--- src/rtl/nec_ir_decoder_if.sv ---
// Bundles the IR receiver input with the decoded command/address and status strobes.
interface nec_ir_decoder_if;
    logic       ir_in;
    logic [7:0] ir_cmd;
    logic [7:0] ir_addr;
    logic       ir_valid;
    logic       ir_repeat;
    logic       frame_err;

    modport master (
        input  ir_in,
        output ir_cmd,
        output ir_addr,
        output ir_valid,
        output ir_repeat,
        output frame_err
    );

    modport slave (
        output ir_in,
        input  ir_cmd,
        input  ir_addr,
        input  ir_valid,
        input  ir_repeat,
        input  frame_err
    );
endinterface

--- src/rtl/nec_ir_decoder.sv ---
// NEC infrared frame decoder: measures mark/space durations in prescaled ticks and
// produces command/address bytes with valid, repeat and error strobes.
module nec_ir_decoder #(
    parameter int unsigned TICK_DIV      = 500,
    parameter bit          CHECK_ADDR    = 1'b1,
    parameter bit          IR_ACTIVE_LOW = 1'b1
) (
    input  logic               clk,
    input  logic               rst_n,
    nec_ir_decoder_if.master   bus
);

    localparam int unsigned DIV_W = (TICK_DIV > 1) ? $clog2(TICK_DIV) : 1;
    localparam int unsigned DUR_W = 11;
    localparam int unsigned CNT_W = 5;
    localparam logic [DIV_W-1:0] DIV_LAST = DIV_W'(TICK_DIV - 1);
    localparam logic [DUR_W-1:0] DUR_SAT  = '1;

    localparam logic [DUR_W-1:0] LEAD_MARK_LO  = DUR_W'(800);
    localparam logic [DUR_W-1:0] LEAD_MARK_HI  = DUR_W'(1000);
    localparam logic [DUR_W-1:0] LEAD_SPACE_LO = DUR_W'(400);
    localparam logic [DUR_W-1:0] LEAD_SPACE_HI = DUR_W'(500);
    localparam logic [DUR_W-1:0] RPT_SPACE_LO  = DUR_W'(180);
    localparam logic [DUR_W-1:0] RPT_SPACE_HI  = DUR_W'(270);
    localparam logic [DUR_W-1:0] SHORT_LO      = DUR_W'(40);
    localparam logic [DUR_W-1:0] SHORT_HI      = DUR_W'(72);
    localparam logic [DUR_W-1:0] ONE_LO        = DUR_W'(140);
    localparam logic [DUR_W-1:0] ONE_HI        = DUR_W'(200);

    typedef enum logic [2:0] {
        S_IDLE,
        S_LEAD_MARK,
        S_LEAD_SPACE,
        S_BIT_MARK,
        S_BIT_SPACE,
        S_STOP_MARK,
        S_RPT_MARK
    } state_e;

    logic             ir_s1_q, ir_s2_q, act_q;
    logic             act_c, rise_c, fall_c, tick_c;
    logic [DIV_W-1:0] div_q, div_d;
    logic [DUR_W-1:0] dur_q, dur_d;

    state_e           state_q, state_d;
    logic [CNT_W-1:0] bitcnt_q, bitcnt_d;
    logic [31:0]      shift_q, shift_d;
    logic [7:0]       cmd_q, cmd_d;
    logic [7:0]       addr_q, addr_d;
    logic             have_frame_q, have_frame_d;
    logic             valid_q, valid_d;
    logic             repeat_q, repeat_d;
    logic             err_q, err_d;
    logic             err_c;
    logic             frame_ok_c;

    function automatic logic in_win(input logic [DUR_W-1:0] d,
                                    input logic [DUR_W-1:0] lo,
                                    input logic [DUR_W-1:0] hi);
        return (d >= lo) && (d <= hi);
    endfunction

    // Synchronizer and edge register; reset to the idle (space) line level.
    always_ff @(posedge clk or negedge rst_n) begin
        if (!rst_n) begin
            ir_s1_q <= IR_ACTIVE_LOW;
            ir_s2_q <= IR_ACTIVE_LOW;
            act_q   <= 1'b0;
        end else begin
            ir_s1_q <= bus.ir_in;
            ir_s2_q <= ir_s1_q;
            act_q   <= act_c;
        end
    end

    assign act_c  = ir_s2_q ^ IR_ACTIVE_LOW;
    assign rise_c = act_c & ~act_q;
    assign fall_c = ~act_c & act_q;
    assign tick_c = (div_q == DIV_LAST);

    // Edges clear the duration counter and take priority over a coincident tick.
    always_comb begin
        div_d = tick_c ? '0 : div_q + DIV_W'(1);
        dur_d = dur_q;
        if (rise_c || fall_c) begin
            dur_d = '0;
        end else if (tick_c && (dur_q != DUR_SAT)) begin
            dur_d = dur_q + DUR_W'(1);
        end
    end

    assign frame_ok_c = (shift_q[23:16] == ~shift_q[31:24]) &&
                        (!CHECK_ADDR || (shift_q[7:0] == ~shift_q[15:8]));

    always_comb begin
        state_d      = state_q;
        bitcnt_d     = bitcnt_q;
        shift_d      = shift_q;
        cmd_d        = cmd_q;
        addr_d       = addr_q;
        have_frame_d = have_frame_q;
        valid_d      = 1'b0;
        repeat_d     = 1'b0;
        err_d        = 1'b0;
        err_c        = 1'b0;

        unique case (state_q)
            S_IDLE: begin
                if (rise_c) state_d = S_LEAD_MARK;
            end
            S_LEAD_MARK: begin
                if (fall_c) begin
                    if (in_win(dur_q, LEAD_MARK_LO, LEAD_MARK_HI)) state_d = S_LEAD_SPACE;
                    else err_c = 1'b1;
                end else if (dur_q > LEAD_MARK_HI) begin
                    err_c = 1'b1;
                end
            end
            S_LEAD_SPACE: begin
                if (rise_c) begin
                    if (in_win(dur_q, LEAD_SPACE_LO, LEAD_SPACE_HI)) begin
                        state_d  = S_BIT_MARK;
                        bitcnt_d = '0;
                    end else if (in_win(dur_q, RPT_SPACE_LO, RPT_SPACE_HI)) begin
                        state_d = S_RPT_MARK;
                    end else begin
                        err_c = 1'b1;
                    end
                end else if (dur_q > LEAD_SPACE_HI) begin
                    err_c = 1'b1;
                end
            end
            S_BIT_MARK: begin
                if (fall_c) begin
                    if (in_win(dur_q, SHORT_LO, SHORT_HI)) state_d = S_BIT_SPACE;
                    else err_c = 1'b1;
                end else if (dur_q > SHORT_HI) begin
                    err_c = 1'b1;
                end
            end
            S_BIT_SPACE: begin
                if (rise_c) begin
                    if (in_win(dur_q, SHORT_LO, SHORT_HI) || in_win(dur_q, ONE_LO, ONE_HI)) begin
                        // LSB-first: the first bit received ends up in bit 0.
                        shift_d = {in_win(dur_q, ONE_LO, ONE_HI), shift_q[31:1]};
                        if (bitcnt_q == CNT_W'(31)) begin
                            state_d  = S_STOP_MARK;
                            bitcnt_d = '0;
                        end else begin
                            state_d  = S_BIT_MARK;
                            bitcnt_d = bitcnt_q + CNT_W'(1);
                        end
                    end else begin
                        err_c = 1'b1;
                    end
                end else if (dur_q > ONE_HI) begin
                    err_c = 1'b1;
                end
            end
            S_STOP_MARK: begin
                if (fall_c) begin
                    if (in_win(dur_q, SHORT_LO, SHORT_HI)) begin
                        state_d = S_IDLE;
                        if (frame_ok_c) begin
                            cmd_d        = shift_q[23:16];
                            addr_d       = shift_q[7:0];
                            have_frame_d = 1'b1;
                            valid_d      = 1'b1;
                        end else begin
                            err_d = 1'b1;
                        end
                    end else begin
                        err_c = 1'b1;
                    end
                end else if (dur_q > SHORT_HI) begin
                    err_c = 1'b1;
                end
            end
            S_RPT_MARK: begin
                if (fall_c) begin
                    if (in_win(dur_q, SHORT_LO, SHORT_HI)) begin
                        state_d  = S_IDLE;
                        repeat_d = have_frame_q;
                    end else begin
                        err_c = 1'b1;
                    end
                end else if (dur_q > SHORT_HI) begin
                    err_c = 1'b1;
                end
            end
            default: state_d = S_IDLE;
        endcase

        if (err_c) begin
            err_d    = 1'b1;
            state_d  = S_IDLE;
            bitcnt_d = '0;
        end
    end

    always_ff @(posedge clk or negedge rst_n) begin
        if (!rst_n) begin
            div_q        <= '0;
            dur_q        <= '0;
            state_q      <= S_IDLE;
            bitcnt_q     <= '0;
            shift_q      <= '0;
            cmd_q        <= '0;
            addr_q       <= '0;
            have_frame_q <= 1'b0;
            valid_q      <= 1'b0;
            repeat_q     <= 1'b0;
            err_q        <= 1'b0;
        end else begin
            div_q        <= div_d;
            dur_q        <= dur_d;
            state_q      <= state_d;
            bitcnt_q     <= bitcnt_d;
            shift_q      <= shift_d;
            cmd_q        <= cmd_d;
            addr_q       <= addr_d;
            have_frame_q <= have_frame_d;
            valid_q      <= valid_d;
            repeat_q     <= repeat_d;
            err_q        <= err_d;
        end
    end

    assign bus.ir_cmd    = cmd_q;
    assign bus.ir_addr   = addr_q;
    assign bus.ir_valid  = valid_q;
    assign bus.ir_repeat = repeat_q;
    assign bus.frame_err = err_q;

endmodule
--- src/flat_wrapper.sv ---
// flat-port wrapper written by rule: the top's interface ports become plain ports
module nec_ir_decoder_flat 
#(
    parameter int unsigned TICK_DIV      = 500,
    parameter bit          CHECK_ADDR    = 1'b1,
    parameter bit          IR_ACTIVE_LOW = 1'b1
)
  (clk, rst_n, bus_ir_in, bus_ir_cmd, bus_ir_addr, bus_ir_valid, bus_ir_repeat, bus_frame_err);
  nec_ir_decoder_if bus_i ();
  input  logic clk;
  input  logic rst_n;
  input wire logic [$bits(bus_i.ir_in)-1:0] bus_ir_in;
  output wire logic [$bits(bus_i.ir_cmd)-1:0] bus_ir_cmd;
  output wire logic [$bits(bus_i.ir_addr)-1:0] bus_ir_addr;
  output wire logic [$bits(bus_i.ir_valid)-1:0] bus_ir_valid;
  output wire logic [$bits(bus_i.ir_repeat)-1:0] bus_ir_repeat;
  output wire logic [$bits(bus_i.frame_err)-1:0] bus_frame_err;
  assign bus_i.ir_in = bus_ir_in;
  assign bus_ir_cmd = bus_i.ir_cmd;
  assign bus_ir_addr = bus_i.ir_addr;
  assign bus_ir_valid = bus_i.ir_valid;
  assign bus_ir_repeat = bus_i.ir_repeat;
  assign bus_frame_err = bus_i.frame_err;
  nec_ir_decoder #(.TICK_DIV(TICK_DIV), .CHECK_ADDR(CHECK_ADDR), .IR_ACTIVE_LOW(IR_ACTIVE_LOW)) u_core (.clk(clk), .rst_n(rst_n), .bus(bus_i));
endmodule
--- config.mk ---
export PLATFORM = sky130hd
export DESIGN_NAME = nec_ir_decoder_flat
export DESIGN_NICKNAME = d
export VERILOG_FILES = /design/src/rtl/nec_ir_decoder_if.sv /design/src/rtl/nec_ir_decoder.sv /design/src/flat_wrapper.sv
export SDC_FILE = /design/constraint.sdc
export NUM_CORES = 1
export LEC_CHECK = 0
export ABC_CLOCK_PERIOD_IN_PS = 6300
export BUFFER_PORTS_ARGS = -buffer_cell sky130_fd_sc_hd__buf_2
export CAP_MARGIN = 15
export CORE_UTILIZATION = 49
export CTS_BUF_LIST = sky130_fd_sc_hd__clkbuf_2 sky130_fd_sc_hd__clkbuf_4 sky130_fd_sc_hd__clkbuf_8
export DETAILED_ROUTE_END_ITERATION = 8
export PLACE_DENSITY = 0.68
export SKIP_CTS_REPAIR_TIMING = 1
export SLEW_MARGIN = 10
export SYNTH_ARGS = -nofsm -noshare
export SYNTH_HDL_FRONTEND = slang
export SYNTH_SLANG_ARGS = --single-unit
export TNS_END_PERCENT = 10
--- constraint.sdc ---
create_clock -name clk -period 6.3 [get_ports clk]
set_clock_uncertainty 0.2 [all_clocks]
set_input_delay 0.63 -clock clk [delete_from_list [all_inputs] [get_ports clk]]
set_output_delay 0.63 -clock clk [all_outputs]
set_load 0.05 [all_outputs]
* Word-level counts from Yosys, hierarchy flattened
Cells that the tools add are included. Widths: inputs -> output; s select.
Word-level totals: register bits 83, input bits 3, output and inout port bits 19, logic and storage cells 129
Operators by class: muxes and demuxes 51, order comparisons 14, add/sub/neg operators 3, reduce and logical (&&, ||, !) cells 18, bitwise logic cells 6, equality and inequality tests 23
Operators with widths (number):
- $mux 3 | 14
- $ne 3x1->1 const B | 11
- $mux 5 | 6
- $mux 1 | 25
- $ge 11x8->1 const B | 2
- $le 11x9->1 const B | 2
- $mux 11 | 2
- $pmux 3 s6 | 1
- $eq 8x8->1 | 2
- $not 8->8 | 2
- $add 11x1->11 const B | 1
- $ge 11x10->1 const B | 1
- $ge 11x6->1 const B | 1
- $ge 11x9->1 const B | 1
- $gt 11x10->1 const B | 1
- $gt 11x7->1 const B | 1
- $gt 11x8->1 const B | 1
- $gt 11x9->1 const B | 1
- $le 11x10->1 const B | 1
- $le 11x7->1 const B | 1
- $le 11x8->1 const B | 1
- $ne 11x11->1 const B | 1
- $reduce_and 11->1 | 1
- $pmux 5 s2 | 1
- 22 further kinds | 34

* Depth between registers and ports, before layout
Gate-level depths: netlist (run 1).
depth in word-level cells 8, mapped depth 10, gate-level depth less buffers 8

* Least setup slack after synthesis (run 1)
OpenSTA, ideal clock, no wires.
path type register to register, from reg u_core.dur_q[0], to reg u_core.shift_q[0], stages on the path, launching flop included 8, clock period less this slack 2.232 ns, buffers on the path 1, setup time 0.125 ns, setup slack 4.068 ns, data arrival time 1.907 ns, cells stage by stage dfrtp_1 > inv_1 > ha_1 > nor2b_2 > o2111ai_2 > nor3b_4 > buf_6 > mux2_2
Between the ends: word-level cells in the longest chain between the ends 4, elaborated cells between the ends (all ways) 8
Ends and longest elaborated chain:
- start, declared | RTL line nec_ir_decoder.sv:43 | logic [DUR_W-1:0] dur_q, dur_d;
- start signal, assigned | RTL line nec_ir_decoder.sv:216 | dur_q <= dur_d;
- $ge 11x6->1 (tied with other cells) | RTL line nec_ir_decoder.sv:60 | return (d >= lo) && (d <= hi);
- $logic_and 1x1->1 | RTL line nec_ir_decoder.sv:60
- $logic_or 1x1->1 (*) | RTL line nec_ir_decoder.sv:143 | if (in_win(dur_q, SHORT_LO, SHORT_HI) || in_win(dur_q, ONE_LO, ONE_HI)) begin
- $reduce_and 3->1 (no line) (*)
- end signal, assigned | RTL line nec_ir_decoder.sv:219 | shift_q <= shift_d;
- end, declared | RTL line nec_ir_decoder.sv:47 | logic [31:0] shift_q, shift_d;
Mark *: on every way between the ends. The rest lies on a longest branch, timed or not. A chain may end at the register's enable or synchronous reset.

* Final worst setup path (run 1)
from reg u_core.dur_q[0], to reg u_core.bitcnt_q[3]
Between the ends: word-level cells in the longest chain between the ends 8, elaborated cells between the ends (all ways) 41
Ends and longest elaborated chain:
- $ge 11x8->1 (tied with other cells) | RTL line nec_ir_decoder.sv:60
- $logic_and 1x1->1 | RTL line nec_ir_decoder.sv:60
- $mux 1 or $logic_or 1x1->1 (tied branches) | RTL line nec_ir_decoder.sv:124, nec_ir_decoder.sv:143
- $mux 1, on equally long branches | RTL line nec_ir_decoder.sv:121, nec_ir_decoder.sv:143
- $mux 1, on equally long branches | RTL line nec_ir_decoder.sv:120, nec_ir_decoder.sv:142
- $pmux 1 s4 | RTL line nec_ir_decoder.sv:107 | unique case (state_q)
- $ne 3x1->1 (no line) or $reduce_bool 3->1 (tied branches)
- $reduce_and 5->1 (no line)
- end signal, assigned | RTL line nec_ir_decoder.sv:218 | bitcnt_q <= bitcnt_d;
- end, declared | RTL line nec_ir_decoder.sv:46 | logic [CNT_W-1:0] bitcnt_q, bitcnt_d;
Parallel ways exist; a longest one is shown, timed or not.

==> results of run 1 <==
## synthesized netlist by cell type (all sizes together) (2+ instances only)
cell type  count
nor4           2
o211ai         3
nor2          16
o21ai         13
a32o           2
o311ai         2
xnor2         11
o31a           2
ha             7
nand2         59
nor2b          6
dfstp          2
o22ai          3
nor3           6
and2          13
a31o           2
o21a           4
nand2b         3
a31oi          4
and4           7
mux2          32
a21o           2
inv           11
a21oi          8
xor2          18
nand3         10
and3           2
nand4         12
o31ai          3
buf           18
dfrtp         81
## path summary, 6_finish.rpt
path | cells after the start | endpoint | slack, ns | start
setup / recovery | 9 | u_core.bitcnt_q[3]$_DFFE_PN0P_ | 3.65 | u_core.dur_q[0]$_DFFE_PN0P_
hold / removal | 1 | u_core.ir_s1_q$_DFF_PN1_ | 0.16 | bus_ir_in
setup reg to reg | 9 | u_core.bitcnt_q[3]$_DFFE_PN0P_ | 3.65 | u_core.dur_q[0]$_DFFE_PN0P_
hold reg to reg | 0 | u_core.ir_s2_q$_DFF_PN1_ | 0.16 | u_core.ir_s1_q$_DFF_PN1_
max in group asynchronous | 1 | u_core.shift_q[31]$_DFFE_PN0P_ | 4.99 | rst_n
min in group asynchronous | 1 | u_core.bitcnt_q[3]$_DFFE_PN0P_ | 0.21 | rst_n
## per-stage QoR
stage | cells | power (mW) | instance area (µm²) | hold slack (ns)
6_report | 505 | 1.08 | 4480 | 0.157
5_1_grt | 505 | 1.14 | 4480 | 0.138
3_3_place_gp | 489 | 0.719 | 4290 | 0.148
2_1_floorplan | 381 | 0.687 | 4210 | 0.134
4_1_cts | 505 | 1.09 | 4480 | 0.144
3_5_place_dp | 489 | 0.721 | 4290 | 0.152
## worst register-to-register path, stage by stage (launching register included)
cell and delay [ns]:
dfrtp_1 0.44, inv_1 0.11, ha_1 0.14, nor2b_2 0.26, o2111ai_2 0.25, nor3b_4 0.22, buf_4 0.40, nor2_2 0.16
o21ai_0 0.23, o22ai_1 0.12
## final cells by class
class	count	area, µm²	area share
clock buffer	9	124	0.0276
clock inverter	7	70.1	0.0156
inverter	11	41.3	0.00921
multi-input combinational	268	1920	0.429
sequential	83	2080	0.464
tap	105	131	0.0293
timing repair buffer	22	115	0.0257
## state kept, by name (all words and copies together) (netlist names)
signal	flops
u_core.shift_q	32
u_core.dur_q	11
u_core.div_q	9
u_core.bus.ir_addr	8
u_core.bus.ir_cmd	8
u_core.bitcnt_q	5
u_core.state_q	3
u_core.act_q	1
u_core.bus.frame_err	1
u_core.bus.ir_repeat	1
u_core.bus.ir_valid	1
u_core.have_frame_q	1
u_core.ir_s1_q	1
u_core.ir_s2_q	1
## cell families after synthesis
group,share of synthesized area
mux,0.0880
buf+inv,0.0491
xor+xnor,0.0604
simple gates,0.182
fa+ha+maj,0.0208
compound gates,0.105
flops,0.494
## power groups by stage
stage               Combinational (mW)  Sequential [mW]  Clock, mW
global placement                 0.145            0.574          0
CTS                              0.148            0.564      0.382
finish                           0.148            0.564      0.373
floorplan                        0.122            0.565          0
detailed placement               0.147            0.574          0
global route                     0.164            0.567      0.404
## metal layers
layer  track usage  up-vias
li1              -     1362
met2         0.290       55
met5             0        -
met3        0.0507        8
met4        0.0657        0
met1         0.273     1351
==> results.toml, run 1 <==
[layout]
n_fill_cell = 714
mostFrequentLayoutCells = "dfrtp_1 (81), nand2_1 (59), mux2_2 (32)"
synthToLayoutAreaGrowth_pct = 6.54
num_antenna_cells = 0
drive_gt1_frac = 0.228
final_common_cell = "dfrtp_1"
final_nets = 405
fin_util = 0.543

[yosys]
yosys.area.top_type = "dfrtp_1"
synthDistinctLibCells = 65
seq_area_frac_synth = 0.494
synth_cells = 381
synth_top_area_frac = 0.482
syn-num-nets = 391
synth_edf_count = 0
syn_area_um2 = 4210
yosysWarningCount = 0
synth-async-reset-ratio = 1.00
syn_area_per_cell_um2 = 11.0
ys_ff_latch = 83
synth_area_leaders = "dfrtp_1 (48%), mux2_2 (8.6%), nand2_1 (5.3%), xor2_1 (3.7%), xnor2_1 (2.3%)"
synth_ff_type = "dfrtp_1"

[floorplan]
die-area_um2 = 8960
row_count = 33
ios = 22
start_util = 0.510
fp.dieW_um = 94.7
die_h_um = 94.7
core_area_um2 = 8260

[worst_setup_path]
cp_max_fo = 33
path_class = "reg2reg"
cp_data_required_time_ns = 6.35
slowest_delay_ns = 0.44
cp-end-kind = "register"
crit_buf_inv = 2
crit_path_start_kind = "register"
crit_family = "simple AND/OR/NAND/NOR gates"
cp_data_arrival_time_ns = 2.69
slowest_stage = "dfrtp_1"
crit_path_cell_trace = "inv_1 -> ha_1 -> nor2b_2 -> o2111ai_2 -> nor3b_4 -> buf_4 -> nor2_2 -> o21ai_0 -> o22ai_1"

[clock_network]
clkLatencyLatePin_ns = 0.37
clock-root-buffer = "clkbuf_8"
cts_buffer_depth = 2
htreeDepth = 3
cts_made_buffers = 9
cts_num_sinks = 83
clkTransAtPathRegs_ns = 0.10
cts_tree = "built"

[global_routing]
grt-ovfl-total = 0
track_usage = 0.194
antenna_found_initial = 0
grt_max_degree = 84
grt_pass1_wl_um = 13300
grt_pass1_vias = 2647

[timing]
setup_viol_count_final = 0
worst_slew_pin_slew_ns = 1.04
period_minus_slack_ns = 2.65
fin_crit_sh = 0.420
finalSetupTns_ns = 0
rsz0062_at_grt = "false"
drv_slew = 0
final.setup.worst_slack_ns = 3.65
slew_headroom = 0.307
hold_viol_final = 0
fmax_mhz = 378

[place]
post-dp-hpwl_um = 5220
dp_slack_ns = 3.72
io_buffers = 21
place_congestion = 0.819

[pwr]
peakVddDrop_v = 0.000134
p_seq_frac = 0.520
p_sw_frac = 0.303
p_switching_mw = 0.328
power_frac_comb = 0.136
pwr-share-clk = 0.343
p_int_mw = 0.757
powerDensity_nw_per_um2 = 242
leakage_nw = 2.27

[drt]
drt_iter0_drc = 131
wl_per_cell_um = 15.2
drcViolationCount = 0
routed_wl_um = 7650
routed_via_density = 5.50
routed.top_layer = "met4"
num_vias = 2776
dr_wl_met3_um = 284
antenna_left = 0
wl_met2_um = 3430
dr.pass1.iters = 4
met1Wirelength_um = 3840

[min_path]
hp-class = "in2reg"

[run_status]
status = "completed"

[run]
drv_cap = 0
Power figures use the tool's default switching activity.
==> run 2, diff against run 1 <==
--- a/config.mk
+++ b/config.mk
@@ -5,7 +5,8 @@
 export SDC_FILE = /design/constraint.sdc
 export NUM_CORES = 1
 export LEC_CHECK = 0
-export ABC_CLOCK_PERIOD_IN_PS = 6300
+export ABC_AREA = 1
+export ABC_CLOCK_PERIOD_IN_PS = 2680
 export BUFFER_PORTS_ARGS = -buffer_cell sky130_fd_sc_hd__buf_2
 export CAP_MARGIN = 15
 export CORE_UTILIZATION = 49
==> constraint.sdc (replaced) <==
create_clock -name clk -period 2.68 [get_ports clk]
set_clock_uncertainty 0.2 [all_clocks]
set_input_delay 0.268 -clock clk [delete_from_list [all_inputs] [get_ports clk]]
set_output_delay 0.268 -clock clk [all_outputs]
set_load 0.05 [all_outputs]
==> run 2 against run 1 <==
Against the previous run: power increased by 150%; critical path type unchanged; worst hold slack got worse by 0.0017 ns; clock power increased by 130%; critical endpoint is now u_core.bitcnt_q[4]$_DFFE_PN0P_; flip-flop and latch count unchanged.
==> results.toml, run 2 <==
[clock_network]
cts_buffer_depth = 2
clkLatencyLatePin_ns = 0.36
htreeDepth = 3
clock-root-buffer = "clkbuf_8"
cts_made_buffers = 9
clkTransAtPathRegs_ns = 0.09
cts_num_sinks = 83
cts_tree = "built"

[yosys]
yosysWarningCount = 0
syn_area_per_cell_um2 = 8.43
ys_top_cells_by_count = "nand2_1 (115), dfrtp_1 (81), inv_1 (55)"
synth.most_common_cell = "nand2_1"
synth_cells = 503
ys_ff_latch = 83
synth_edf_count = 0
syn-num-nets = 513
seq_area_frac_synth = 0.490
syn_area_um2 = 4240
synth-async-reset-ratio = 1.00
synthDistinctLibCells = 43
yosys.area.top_type = "dfrtp_1"
synth_ff_type = "dfrtp_1"
synth_top_area_frac = 0.478
synth_area_leaders = "dfrtp_1 (48%), nand2_1 (10%), o21ai_0 (5.4%), inv_1 (4.9%), nand3_1 (3.1%)"

[drt]
routed_wl_um = 8110
wl_per_cell_um = 12.7
dr_wl_met3_um = 289
wl_met2_um = 3780
dr.pass1.iters = 5
drt_iter0_drc = 190
antenna_left = 0
routed.top_layer = "met4"
num_vias = 3325
met1Wirelength_um = 3870
drcViolationCount = 0
routed_via_density = 5.20

[worst_setup_path]
rrSetupSlack_ns = 0.33
r2r_end = "u_core.bitcnt_q[4]$_DFFE_PN0P_"
cp_max_fo = 10
rr_worst_depth = 16
cp-end-kind = "register"
crit_path_start_kind = "register"
path_class = "reg2reg"
r2r_start = "u_core.dur_q[0]$_DFFE_PN0P_"
cp_data_arrival_time_ns = 2.44
cp_data_required_time_ns = 2.77

[floorplan]
fp.dieW_um = 95.0
ios = 22
core_area_um2 = 8300
die_h_um = 95.0
row_count = 33
die-area_um2 = 9030
start_util = 0.511

[place]
io_buffers = 21
place_congestion = 0.924
post-dp-hpwl_um = 5730

[pwr]
peakVddDrop_v = 0.000420
leakage_nw = 2.26
powerDensity_nw_per_um2 = 572
total_power_mw = 2.68

[layout]
final_common_cell = "nand2_1"
mostFrequentLayoutCells = "nand2_1 (115), dfrtp_1 (81), inv_1 (55)"
drive_gt1_frac = 0.176
final_nets = 540
n_fill_cell = 773
regMostFlops = "u_core.shift_q"
num_antenna_cells = 0
largest_register_ffs = 32
top_regs = "u_core.shift_q x32, u_core.dur_q x11, u_core.div_q x9"
synthToLayoutAreaGrowth_pct = 10.5

[timing]
finalSetupTns_ns = 0
worst_slew_pin_slew_ns = 0.647
drv_slew = 0
fin_crit_sh = 0.875
hold_ws_ns = 0.156
fmax_mhz = 426
hold_viol_final = 0
slew_headroom = 0.569
setup_viol_count_final = 0
rsz0062_at_grt = "false"
period_minus_slack_ns = 2.35

[global_routing]
track_usage = 0.204
antenna_found_initial = 0
grt-ovfl-total = 0
grt_max_degree = 51
grt_pass1_wl_um = 14300
grt_pass1_vias = 3211

[run]
drv_cap = 0

[run_status]
status = "completed"

[min_path]
holdPathEnd = "u_core.ir_s2_q$_DFF_PN1_"
holdPathStages = 0
holdCritStartpoint = "u_core.ir_s1_q$_DFF_PN1_"
hp-class = "reg2reg"
[run 2: changes by cell type in the layout (fill, tap and decap cells not counted), moves of 6 or more]
cell     before  now
inv_2         0    7
and4_1        6    0
nor2_1       15   32
nand2_2       0   16
a21oi_1       8   17
and2_1       12    0
mux2_2       32    0
nand3_1      10   26
xnor2_1      11    0
inv_1        11   55
o21ai_1       1    7
nor3_1        5   11
o21ai_0      11   46
nand2_1      59  115
[run 2: kinds of logic after synthesis]
family | count (synthesis) | synth area share
AND/OR/NAND/NOR | 234 | 0.266
buffers and inverters | 75 | 0.0711
AO/OA/AOI/OAI | 91 | 0.125
flip-flops | 83 | 0.490
adder cells (fa/ha/maj) | 7 | 0.0207
XOR/XNOR | 13 | 0.0269
[run 2: cell type report]
class / instances / area, µm² / area share
Sequential cell: 83 / 2080 / 0.444
Multi-Input combinational cell: 345 / 1860 / 0.397
Inverter: 63 / 239 / 0.0510
Timing Repair Buffer: 28 / 190 / 0.0406
Tap cell: 105 / 131 / 0.0280
Clock buffer: 9 / 124 / 0.0264
Clock inverter: 7 / 62.6 / 0.0134
[run 2: worst max-delay path by stage]
stage	start	end	slack, ns	cells past startpoint
3_5_place_dp	u_core.dur_q[0]$_DFFE_PN0P_	u_core.bitcnt_q[4]$_DFFE_PN0P_	0.35	16
4_1_cts	u_core.dur_q[0]$_DFFE_PN0P_	u_core.bitcnt_q[4]$_DFFE_PN0P_	0.33	16
5_1_grt	u_core.dur_q[0]$_DFFE_PN0P_	u_core.bus.ir_cmd[0]$_DFFE_PN0P_	0.09	12
3_3_place_gp	u_core.dur_q[0]$_DFFE_PN0P_	u_core.state_q[1]$_DFFE_PN0P_	0.40	13
6_report	u_core.dur_q[0]$_DFFE_PN0P_	u_core.bitcnt_q[4]$_DFFE_PN0P_	0.33	16
2_1_floorplan	u_core.dur_q[0]$_DFFE_PN0P_	u_core.bitcnt_q[0]$_DFFE_PN0P_	0.54	16
[run 2: stage by stage]
stage	util	cell area [µm²]	cells	setup slack [ns]
floorplan	-	4240	503	0.539
finish	0.565	4690	640	0.335
CTS	0.562	4670	638	0.330
global placement	0.540	4480	622	0.400
global route	0.565	4690	640	0.0852
detailed placement	0.540	4480	622	0.351
[run 2: layer usage]
metal | vias up | track usage
li1 | 1685 | -
met1 | 1565 | 0.268
met2 | 59 | 0.330
met3 | 16 | 0.0463
met4 | 0 | 0.0783
met5 | - | 0
[run 2: report_power, final]
part	internal [mW]	total (mW)	switching, mW
registers	1.28	1.32	0.0337
logic	0.164	0.514	0.350
clock network	0.350	0.849	0.498
total	1.80	2.68	0.882
[run 2: critical path: stages, from the launching register on]
cell and delay, ns:
dfrtp_1 0.41, inv_1 0.14, ha_1 0.17, inv_1 0.04
nor2_1 0.12, nand3_1 0.10, nand2_2 0.12, nand2_2 0.06
o22ai_2 0.10, nand2_2 0.08, a21oi_4 0.20, nand2_4 0.11
inv_4 0.09, nand2_2 0.06, nand3_4 0.16, nand2_2 0.07
o21ai_2 0.05
==> run 3, diff against run 2 <==
--- a/config.mk
+++ b/config.mk
@@ -6,13 +6,15 @@
 export NUM_CORES = 1
 export LEC_CHECK = 0
 export ABC_AREA = 1
-export ABC_CLOCK_PERIOD_IN_PS = 2680
+export ABC_CLOCK_PERIOD_IN_PS = 2700
 export BUFFER_PORTS_ARGS = -buffer_cell sky130_fd_sc_hd__buf_2
 export CAP_MARGIN = 15
+export CELL_PAD_IN_SITES_DETAIL_PLACEMENT = 0
+export CELL_PAD_IN_SITES_GLOBAL_PLACEMENT = 1
 export CORE_UTILIZATION = 49
 export CTS_BUF_LIST = sky130_fd_sc_hd__clkbuf_2 sky130_fd_sc_hd__clkbuf_4 sky130_fd_sc_hd__clkbuf_8
 export DETAILED_ROUTE_END_ITERATION = 8
-export PLACE_DENSITY = 0.68
+export PLACE_DENSITY = 0.85
 export SKIP_CTS_REPAIR_TIMING = 1
 export SLEW_MARGIN = 10
 export SYNTH_ARGS = -nofsm -noshare
==> constraint.sdc (replaced) <==
create_clock -name clk -period 2.7 [get_ports clk]
set_clock_uncertainty 0.2 [all_clocks]
set_input_delay 0.27 -clock clk [delete_from_list [all_inputs] [get_ports clk]]
set_output_delay 0.27 -clock clk [all_outputs]
set_load 0.05 [all_outputs]
==> run 3 against run 2 <==
Against the previous run: power grew 3.0%; worst hold slack gained 0.0070 ns; cell area grew 0.48%; clock power grew 10%; non-clock buffer count is the same; highest routed layer unchanged; cell count is the same; first-iteration DRC count shrank 21%; critical path depth is the same; sequential share of layout area shrank 0.21 points; clock-buffer cell count grew 1; sequential power is essentially flat.
==> results.toml, run 3 (synthesis gave the netlist of run 2 again) <==
[clock_network]
cts_buffer_depth = 2
clock-root-buffer = "clkbuf_8"
htreeDepth = 3
clkLatencyLatePin_ns = 0.35
cts_tree = "built"
cts_made_buffers = 9
clkTransAtPathRegs_ns = 0.09
cts_num_sinks = 83

[place]
place_congestion = 0.909
dp_slack_ns = 0.318
post-dp-hpwl_um = 5980
place_area_um2 = 4480
io_buffers = 21

[min_path]
holdPathEnd = "u_core.ir_s2_q$_DFF_PN1_"
hp-class = "reg2reg"
holdCritStartpoint = "u_core.ir_s1_q$_DFF_PN1_"
holdPathStages = 0

[worst_setup_path]
rrSetupSlack_ns = 0.28
path_class = "reg2reg"
cp_max_fo = 10
cp_data_arrival_time_ns = 2.49
rr_worst_depth = 16
crit_path_start_kind = "register"
cp-end-kind = "register"
r2r_start = "u_core.dur_q[0]$_DFFE_PN0P_"
cp_data_required_time_ns = 2.77
r2r_end = "u_core.bitcnt_q[0]$_DFFE_PN0P_"

[timing]
slew_headroom = 0.650
finalSetupTns_ns = 0
period_minus_slack_ns = 2.42
fmax_mhz = 414
final.setup.worst_slack_ns = 0.284
rsz0062_at_grt = "false"
fin_crit_sh = 0.895
setup_viol_count_final = 0
hold_viol_final = 0
drv_slew = 0
worst_slew_pin_slew_ns = 0.521

[floorplan]
core_area_um2 = 8300
die-area_um2 = 9030
ios = 22
die_h_um = 95.0
fp.dieW_um = 95.0
row_count = 33
start_util = 0.511

[global_routing]
grt_pass1_wl_um = 14400
grt_max_degree = 84
grt_pass1_vias = 3143
track_usage = 0.206
antenna_found_initial = 0
grt-ovfl-total = 0

[layout]
regMostFlops = "u_core.shift_q"
largest_register_ffs = 32
fin_area_um2 = 4710
final_nets = 540
num_antenna_cells = 0
final_common_cell = "nand2_1"
synthToLayoutAreaGrowth_pct = 11.0
mostFrequentLayoutCells = "nand2_1 (115), dfrtp_1 (81), inv_1 (55)"
drive_gt1_frac = 0.176
top_regs = "u_core.shift_q x32, u_core.dur_q x11, u_core.div_q x9"

[drt]
num_vias = 3295
routed_via_density = 5.15
drcViolationCount = 0
dr.pass1.iters = 5
antenna_left = 0
routed_wl_um = 8320
drt_iter0_drc = 151
wl_per_cell_um = 13.0

[pwr]
leakage_nw = 2.27
peakVddDrop_v = 0.000450
powerDensity_nw_per_um2 = 586

[run_status]
status = "completed"

[run]
drv_cap = 0
-- run 3: where the power goes --
part           total (mW)  leakage [nW]  switching [mW]  internal (mW)
logic               0.517          1.04           0.353          0.163
registers            1.31          1.13          0.0337           1.27
clock network       0.936        0.0999           0.474          0.463
total                2.76          2.27           0.861           1.90
-- run 3: worst max path at each step --
stage,start,end,slack [ns],cells past startpoint
floorplan,u_core.dur_q[0]$_DFFE_PN0P_,u_core.bitcnt_q[0]$_DFFE_PN0P_,0.56,16
global placement,u_core.dur_q[0]$_DFFE_PN0P_,u_core.state_q[2]$_DFFE_PN0P_,0.40,13
detailed placement,u_core.dur_q[0]$_DFFE_PN0P_,u_core.bitcnt_q[0]$_DFFE_PN0P_,0.32,16
CTS,u_core.dur_q[0]$_DFFE_PN0P_,u_core.bitcnt_q[0]$_DFFE_PN0P_,0.29,16
global route,u_core.dur_q[0]$_DFFE_PN0P_,u_core.bitcnt_q[4]$_DFFE_PN0P_,0.004,16
finish,u_core.dur_q[0]$_DFFE_PN0P_,u_core.bitcnt_q[0]$_DFFE_PN0P_,0.28,16
-- run 3: final cells by class --
| class | count | area [µm²] |
|---|---|---|
| fillers | 763 | 3590 |
| repair buffers | 28 | 190 |
| inverters | 63 | 239 |
| clock buffers | 10 | 138 |
| clock inverters | 6 | 71.3 |
| multi-input cells | 345 | 1860 |
| flip-flops and latches | 83 | 2080 |
| well taps | 105 | 131 |
-- run 3: critical path: stages, from the launching register on --
cell and delay [ns]:
dfrtp_1 0.43, inv_1 0.14, ha_1 0.16, inv_1 0.04, nor2_1 0.14, nand3_1 0.10
nand2_2 0.12, nand2_2 0.06, o22ai_2 0.10, nand2_2 0.08, a21oi_4 0.20, nand2_4 0.11
inv_4 0.09, nand2_2 0.07, nand3_4 0.16, nand2_2 0.07, o21ai_2 0.07
-- run 3: per-stage QoR --
| stage | std cells | hold slack, ns | power (mW) | utilization |
|---|---|---|---|---|
| after floorplan | 503 | -0.226 | 1.73 | - |
| after global placement | 622 | 0.137 | 1.84 | 0.540 |
| after detailed placement | 622 | 0.141 | 1.85 | 0.540 |
| after CTS | 638 | -0.247 | 2.80 | 0.565 |
| after global routing | 640 | 0.170 | 2.93 | 0.567 |
| final | 640 | 0.163 | 2.76 | 0.567 |
-- run 3: layer usage --
layer | vias up | GRT usage | part of all wire
li1 | 1690 | - | -
met1 | 1535 | 0.276 | 0.48
met2 | 58 | 0.327 | 0.47
met3 | 12 | 0.0518 | 0.034
met4 | 0 | 0.0682 | 0.016
met5 | - | 0 | 0
